--- src/rtl/cpu_ctrl_seq.sv ---
// Multi-cycle CPU control sequencer: one registered state drives all datapath enables.
// Memory states stretch by MEM_WAIT cycles; stall freezes everything; irq is taken at instruction end.
module cpu_ctrl_seq #(
  parameter int TYPE_W   = 3,
  parameter int MEM_WAIT = 0,
  parameter int IRQ_EN   = 1
) (
  input  logic              clk,
  input  logic              reset,
  input  logic [TYPE_W-1:0] instr_type,
  input  logic              stall,
  input  logic              irq,
  input  logic              resume,
  output logic              pc_en,
  output logic              ir_en,
  output logic              r_en,
  output logic              alu_bus_en,
  output logic              reg_read,
  output logic              mem_we,
  output logic              flags_en,
  output logic              link_en,
  output logic              irq_ack,
  output logic              vec_sel,
  output logic              halted,
  output logic              illegal,
  output logic [3:0]        state_o
);

  typedef enum logic [3:0] {
    S_FETCH = 4'd0, S_DECODE = 4'd1, S_EXEC_R = 4'd2, S_STORE_ADDR = 4'd3,
    S_LOAD_ADDR = 4'd4, S_LOAD_WB = 4'd5, S_STORE_HOLD = 4'd6, S_JUMP = 4'd7,
    S_BRANCH = 4'd8, S_JAL = 4'd9, S_HALT = 4'd10, S_IRQ_SAVE = 4'd11, S_IRQ_VEC = 4'd12
  } state_t;

  localparam logic [3:0] WAIT_INIT = 4'(MEM_WAIT);

  state_t     state, state_nxt, after_term;
  logic [3:0] wcnt, wcnt_nxt;
  logic       irq_i, type_bad;

  assign irq_i    = (IRQ_EN != 0) && irq;
  assign type_bad = 32'(instr_type) > 32'd6;
  assign state_o  = state;

  always_ff @(posedge clk or negedge reset) begin
    if (!reset) begin
      state   <= S_FETCH;
      wcnt    <= WAIT_INIT;
      illegal <= 1'b0;
    end else begin
      state <= state_nxt;
      wcnt  <= wcnt_nxt;
      if (state == S_DECODE && type_bad) illegal <= 1'b1;
    end
  end

  always_comb begin
    state_nxt  = state;
    wcnt_nxt   = wcnt;
    after_term = irq_i ? S_IRQ_SAVE : S_FETCH;
    if (!stall) begin
      case (state)
        S_FETCH, S_STORE_ADDR, S_LOAD_ADDR: begin
          if (wcnt != 4'd0) wcnt_nxt = wcnt - 4'd1;
          else if (state == S_FETCH) state_nxt = S_DECODE;
          else if (state == S_STORE_ADDR) state_nxt = S_STORE_HOLD;
          else state_nxt = S_LOAD_WB;
        end
        S_DECODE: begin
          case (instr_type)
            TYPE_W'(0): state_nxt = S_EXEC_R;
            TYPE_W'(1): state_nxt = S_STORE_ADDR;
            TYPE_W'(2): state_nxt = S_LOAD_ADDR;
            TYPE_W'(3): state_nxt = S_JUMP;
            TYPE_W'(4): state_nxt = S_BRANCH;
            TYPE_W'(5): state_nxt = S_JAL;
            TYPE_W'(6): state_nxt = S_HALT;
            default:    state_nxt = S_FETCH;
          endcase
        end
        // irq wins over resume when both arrive in HALT
        S_HALT: begin
          if (irq_i) state_nxt = S_IRQ_SAVE;
          else if (resume) state_nxt = S_FETCH;
        end
        S_IRQ_SAVE: state_nxt = S_IRQ_VEC;
        S_IRQ_VEC:  state_nxt = S_FETCH;
        default:    state_nxt = after_term;
      endcase
      // every entry into a state reloads the wait count
      if (state_nxt != state) wcnt_nxt = WAIT_INIT;
    end
  end

  always_comb begin
    pc_en = 1'b0; ir_en = 1'b0; r_en = 1'b0; alu_bus_en = 1'b0;
    reg_read = 1'b0; mem_we = 1'b0; flags_en = 1'b0; link_en = 1'b0;
    irq_ack = 1'b0; vec_sel = 1'b0; halted = 1'b0;
    case (state)
      S_FETCH:      begin ir_en = 1'b1; alu_bus_en = 1'b1; end
      S_DECODE:     begin alu_bus_en = 1'b1; link_en = 1'b1; pc_en = (instr_type != TYPE_W'(5)); end
      S_EXEC_R:     begin r_en = 1'b1; alu_bus_en = 1'b1; flags_en = 1'b1; end
      S_STORE_ADDR: begin reg_read = 1'b1; mem_we = 1'b1; end
      S_LOAD_ADDR:  reg_read = 1'b1;
      S_LOAD_WB:    r_en = 1'b1;
      S_STORE_HOLD, S_JUMP, S_BRANCH: alu_bus_en = 1'b1;
      S_JAL:        begin r_en = 1'b1; reg_read = 1'b1; link_en = 1'b1; end
      S_HALT:       halted = 1'b1;
      S_IRQ_SAVE:   begin irq_ack = 1'b1; link_en = 1'b1; r_en = 1'b1; end
      S_IRQ_VEC:    begin vec_sel = 1'b1; pc_en = 1'b1; end
      default:      ;
    endcase
    if (stall) begin
      pc_en = 1'b0; ir_en = 1'b0; r_en = 1'b0; mem_we = 1'b0; flags_en = 1'b0; irq_ack = 1'b0;
    end
  end

endmodule

--- config.mk ---
export PLATFORM = sky130hd
export DESIGN_NAME = cpu_ctrl_seq
export DESIGN_NICKNAME = d
export VERILOG_FILES = /design/src/rtl/cpu_ctrl_seq.sv
export SDC_FILE = /design/constraint.sdc
export NUM_CORES = 1
export LEC_CHECK = 0
export ABC_AREA = 0
export BUFFER_PORTS_ARGS = -buffer_cell sky130_fd_sc_hd__buf_2
export CAP_MARGIN = 5
export CORE_AREA = 2 2 51 58
export DETAILED_ROUTE_END_ITERATION = 10
export DIE_AREA = 0 0 53 60
export SETUP_SLACK_MARGIN = 0.4
export SYNTH_ARGS = -nofsm -noshare
export SYNTH_HDL_FRONTEND = slang
export SYNTH_SLANG_ARGS = --single-unit
--- constraint.sdc ---
create_clock -name clk -period 2.9 [get_ports clk]
set_clock_uncertainty 0.2 [all_clocks]
set_input_delay 0.87 -clock clk [delete_from_list [all_inputs] [get_ports clk]]
set_output_delay 0.87 -clock clk [all_outputs]
set_load 0.02 [all_outputs]
==> run summary, run 1 <==
Reg clk slew, reported paths - 60 ps
Vias per cell - 5.73
CP cell instances - or2_4 -> buf_6 -> a211oi_2 -> buf_4
Post-synthesis cell area - 0.00100 mm^2
Most frequent cells in the layout - buf_4 (22), a21oi_1 (15), nand2_1 (14)
Crit share post-route - 87.6%
WS Path Type - register to output pin
Final Util - 55.3%
Yosys top cell area share - 22.4%
Detailed Route WL - 3070 um
Maximum Capacitance Violations - 0
Crit path max-delay family - flip-flops
Synthesized instance count - 147
Final setup margin - 359 ps
Vias - 1220
Static Leak - 0.630 nW
Crit path DAT - 1470 ps
DP Wirelength - 2070 um
CTS Buf Count - 3
Average wire per standard cell - 14.4 um
FF-to-FF path depth - 8
Largest net degree at the start of global routing - 21
CP endpoint kind - output pin
Core footprint - 0.00263 mm^2
DRT Pass-1 Iters - 4
Final #Nets - 190
Worst Path Max Fanout - 6
Chip Width - 53 um
Max-slew violation count - 0
Clock root buffer - clkbuf_4
Maximum operating frequency - 0.394 GHz
RSZ-0062 raised after global routing - true
H-tree depth - 1
Post-layout min period - 2540 ps
Area growth, synth to finish - 44.6%
1st-iter DRT viols - 42
Gr usage total - 21.0%
CP Buf/Inv Count - 2
Layout cell share with drive strength beyond 1 - 38.9%
Post-synthesis sequential area ratio - 22.4%
Overflow after GRT - 0
Worst Tran Pin Value - 463 ps
Reg2Reg Setup Slack - 650 ps
Die Height - 60 um
Final setup fails - 0
Avg Synthesized Cell Area - 6.83 um^2
Placer Congestion - 0.906
IO buf count - 23
# fillers - 251
Final hold vios - 0
Storage cell area - 228 um^2
Commonest non-fill, non-tap cell in the layout - buf_4
Clk sinks - 9
Die ar. - 0.00318 mm^2
EDFF count, synth - 0
Post-detailed-route count of antenna-violating nets - 0
Skew-Pair Late Insertion Delay - 260 ps
Max stage delay on crit path - 440 ps
R2R Path End - wcnt[2]
Vias in the first global route - 1099
Top-level port count - 24
Cell Rows - 20
Power Total - 0.00165 W
Placed insts - 196
Status - completed
Yosys warning count - 0
Setup crit start kind - register
Worst r2r src - wcnt[0]
Finished Layout Cells - 213
Bufs on Longest Clock Path - 2
Syn Nets - 156
DRC - 0
Netlist cell types - 42
CTS tree - done
Rel. slew slack - 69.1%
ANT cells - 0
Asr flop ratio synth - 100%
First-pass GRT wire length - 5010 um
Initial Util - 38.2%
Ys flop type - dfrtp_1
Setup TNS - 0 ps
PD cells - 1130 mW/mm^2
Area of the multi-input gates - 778 um^2
Initial antenna violation count - 0
VDD IR-drop max - 0.000522 V
Cell taking the most area after synthesis - dfrtp_1
Area contributors post-synth - dfrtp_1 (22%), a21oi_1 (8.0%), nand2_1 (6.0%)
Required @ worst endpoint - 1830 ps
Hold Crit Class - input pin to asynchronous set/reset pin
Critical-path top delay cell - dfrtp_2
Setup WS pre-CTS - 270 ps
#FFs+latches synth - 9
[cells in the mapped netlist (all sizes together) (2+ instances only)]
cell	count
a211oi	2
a21oi	16
a221oi	2
a311oi	2
buf	7
clkbuf	7
dfrtp	9
inv	8
nand2	16
nand2b	5
nand3	2
nand3b	2
nor2	13
nor2b	3
nor3	8
nor3b	3
nor4	2
o211ai	4
o21ai	15
o31ai	3
or2	2
or3	3
[stage by stage]
| step | hold WS, ps | cell area, um^2 |
|---|---|---|
| 6_report | 257 | 1450 |
| 2_1_floorplan | 313 | 1110 |
| 4_1_cts | 252 | 1440 |
| 3_3_place_gp | 253 | 1210 |
| 3_5_place_dp | 272 | 1210 |
| 5_1_grt | 261 | 1450 |
[worst max-delay path by stage]
stage / from / end / slack (ps) / cells past startpoint
floorplan: state_o[0] / pc_en / 350 / 6
global placement: instr_type[1] / pc_en / 280 / 5
detailed placement: instr_type[1] / pc_en / 270 / 5
CTS: state_o[0] / alu_bus_en / 340 / 4
global route: state_o[1] / r_en / 300 / 6
finish: state_o[0] / alu_bus_en / 360 / 4
[per-layer routing]
layer / vias up / track usage (%) / wire (um)
met3: 8 / 1.75 / 164
li1: 598 / - / -
met4: 0 / 11.0 / 65
met2: 47 / 35.0 / 1580
met5: - / 0 / 0
met1: 567 / 26.9 / 1250
[registers in the layout (all words and copies together), names as in the netlist]
register	flops
wcnt	4
illegal	1
state_o	4
[power by group]
part,leakage (nW),internal [W],switching [W]
clock,0.0150,0.0000529,0.0000416
sequential,0.113,0.000179,0.0000651
combinational,0.501,0.000578,0.000731
[timing repair]
action	4_1_cts	5_1_grt
endpoints found under the setup margin	10	8
pin swaps	7	2
hold endpoints to repair	0	0
hold buffers	0	0
buffers inserted	12	0
resized for setup	29	4
gates cloned	1	0
[cell type report]
type | instances | share of cell area [%]
clock buffer | 4 | 1.81
sequential | 9 | 15.7
tap | 33 | 2.84
inverter | 8 | 2.07
timing repair buffer | 43 | 24.0
multi-input combinational | 116 | 53.6
[logic make-up (layout without fill, tap and decap cells)]
family          after synthesis  after routing  synth area share, %
mux                           1              1                0.996
xor+xnor                      1              1                0.872
buf+inv                      22             55                 9.47
compound gates               51             51                 32.4
fa+ha+maj                     1              1                 1.25
simple gates                 62             62                 32.6
flops                         9              9                 22.4
Power figures use the tool's default switching activity.
==> inputs of run 2 (changes only) <==
==> constraint.sdc (replaced) <==
create_clock -name clk -period 2.9 [get_ports clk]
set_clock_uncertainty 0.2 [all_clocks]
set_input_delay 0.87 -clock clk [delete_from_list [all_inputs] [get_ports clk]]
set_output_delay 0.87 -clock clk [all_outputs]
set_load 0.01 [all_outputs]
==> run summary, run 2 (synthesis gave the netlist of run 1 again) <==
Status - completed
Layout cell share with drive strength beyond 1 - 36.2% (-2.7 points)
Detailed Route WL - 3160 um (+3.1%)
Reg clk slew, reported paths - 70 ps (about the same)
Clock root buffer - clkbuf_4
Grt met3 use - 4.50% (+2.7 points)
Post-layout min period - 2550 ps (+4.86 ps)
Vias - 1238 (+1.5%)
CP endpoint kind - output pin
Most frequent cells in the layout - buf_2 (22), a21oi_1 (16), buf_4 (15)
Area growth, synth to finish - 33.4%
DP Wirelength - 2110 um (+1.8%)
Skew-Pair Late Insertion Delay - 280 ps (+20 ps)
Core footprint - 0.00263 mm^2 (unchanged)
Required @ worst endpoint - 1830 ps (about the same)
VDD IR-drop max - 0.000470 V (-10%)
Area of placed instances - 0.00116 mm^2 (-3.6%)
Rel. slew slack - 73.6% (+4.5 points)
1st-iter DRT viols - 58 (+38%)
Crit share post-route - 87.8% (+0.17 points)
PD cells - 1110 mW/mm^2 (-2.2%)
Final #Nets - 187 (-1.6%)
WS Path Type - register to output pin
Die Height - 60 um (unchanged)
Die ar. - 0.00318 mm^2 (unchanged)
Maximum operating frequency - 0.393 GHz (-0.19%)
Vias per cell - 5.90 (+2.9%)
Hold Crit Class - input pin to asynchronous set/reset pin
Overflow after GRT - 0 (unchanged)
Average wire per standard cell - 15.1 um (+4.6%)
Cell Rows - 20 (unchanged)
First-pass GRT wire length - 4980 um (-0.56%)
Worst Tran Pin Value - 395 ps (-68.1 ps)
Vias in the first global route - 1063 (-3.3%)
Maximum Capacitance Violations - 0 (unchanged)
# fillers - 266 (+6.0%)
Clk sinks - 9 (unchanged)
Setup crit start kind - register
CTS tree - done
Initial Util - 38.2% (unchanged)
Commonest non-fill, non-tap cell in the layout - buf_2
DRT Pass-1 Iters - 4 (unchanged)
Final hold vios - 0 (unchanged)
Worst Path Max Fanout - 7 (+1)
Top-level port count - 24 (unchanged)
Bufs on Longest Clock Path - 2 (unchanged)
Final instance area - 0.00134 mm^2 (-7.8%)
IO buf count - 23 (unchanged)
ANT cells - 0 (unchanged)
Static Leak - 0.584 nW (-7.3%)
GR Util met1 - 27.2% (+0.31 points)
Hold_buf cts - 0 (unchanged)
Chip Width - 53 um (unchanged)
Largest net degree at the start of global routing - 16 (-24%)
Placer Congestion - 0.916 (+1.0%)
RSZ-0062 raised after global routing - true
Post-detailed-route count of antenna-violating nets - 0 (unchanged)
GRT met2 Usage - 33.9% (-1.1 points)
Crit path DAT - 1480 ps (about the same)
Initial antenna violation count - 0 (unchanged)
DRC - 0 (unchanged)
Gr usage total - 21.5% (+0.47 points)
CTS Buf Count - 3 (unchanged)
Global routing's busiest layer - met2
Setup TNS - 0 ps (unchanged)
Max-slew violation count - 0 (unchanged)
Final setup fails - 0 (unchanged)
H-tree depth - 1 (unchanged)
[run 2: cell types whose count changed in the layout (fill, tap and decap cells not counted), sizes merged]
cell    previous run  this run
bufbuf             1         0
buf               42        40
[run 2: power by group]
group	switching, W	leakage [nW]	total [W]	internal, W
combinational	0.000646	0.456	0.00113	0.000481
clock	0.0000527	0.0150	0.000106	0.0000535
sequential	0.0000740	0.112	0.000254	0.000180
[run 2: area by class of cell]
class,count,area [um^2],area share (%)
multi-input cells,116,751,56.0
repair buffers,40,260,19.4
flip-flops and latches,9,229,17.1
well taps,33,41.3,3.08
inverters,8,32.5,2.43
clock buffers,4,26.3,1.96
[run 2: final timing paths]
check	to	startpoint	slack, ps	depth (start not counted)
max	r_en	state_o[1]	350	6
min	wcnt[1]	reset	230	1
max reg2reg	wcnt[3]	state_o[0]	710	7
min reg2reg	illegal	illegal	280	1
max in group asynchronous	state_o[3]	reset	2070	1
min in group clk	illegal	illegal	280	1
[run 2: routing by layer]
| layer | routed length, um | up-vias |
|---|---|---|
| met3 | 194 | 17 |
| met2 | 1540 | 52 |
| met5 | 0 | - |
| li1 | - | 592 |
| met1 | 1320 | 577 |
| met4 | 118 | 0 |
[run 2: repair_timing]
item / CTS / global route
gates cloned: 0 / 0
gates resized for setup: 16 / 9
hold endpoints to repair: 0 / 0
pin swaps: 6 / 4
endpoints found under the setup margin: 10 / 10
buffers inserted: 5 / 5
[run 2: critical path: stages, from the launching register on]
cell	delay (ps)
dfrtp_1	420
buf_6	160
nand2b_4	140
mux2i_1	130
nor2_1	70
a211oi_2	130
buf_2	150
[run 2: stage by stage]
step	power, W	worst slack [ps]	cells	utilization, %	hold WS (ps)
6_report	0.00149	355	210	51.0	230
3_5_place_dp	0.00116	264	196	44.3	259
5_1_grt	0.00162	275	210	51.0	221
3_3_place_gp	0.00115	334	196	44.3	264
2_1_floorplan	0.000919	375	147	-	303
4_1_cts	0.00138	374	205	48.7	234
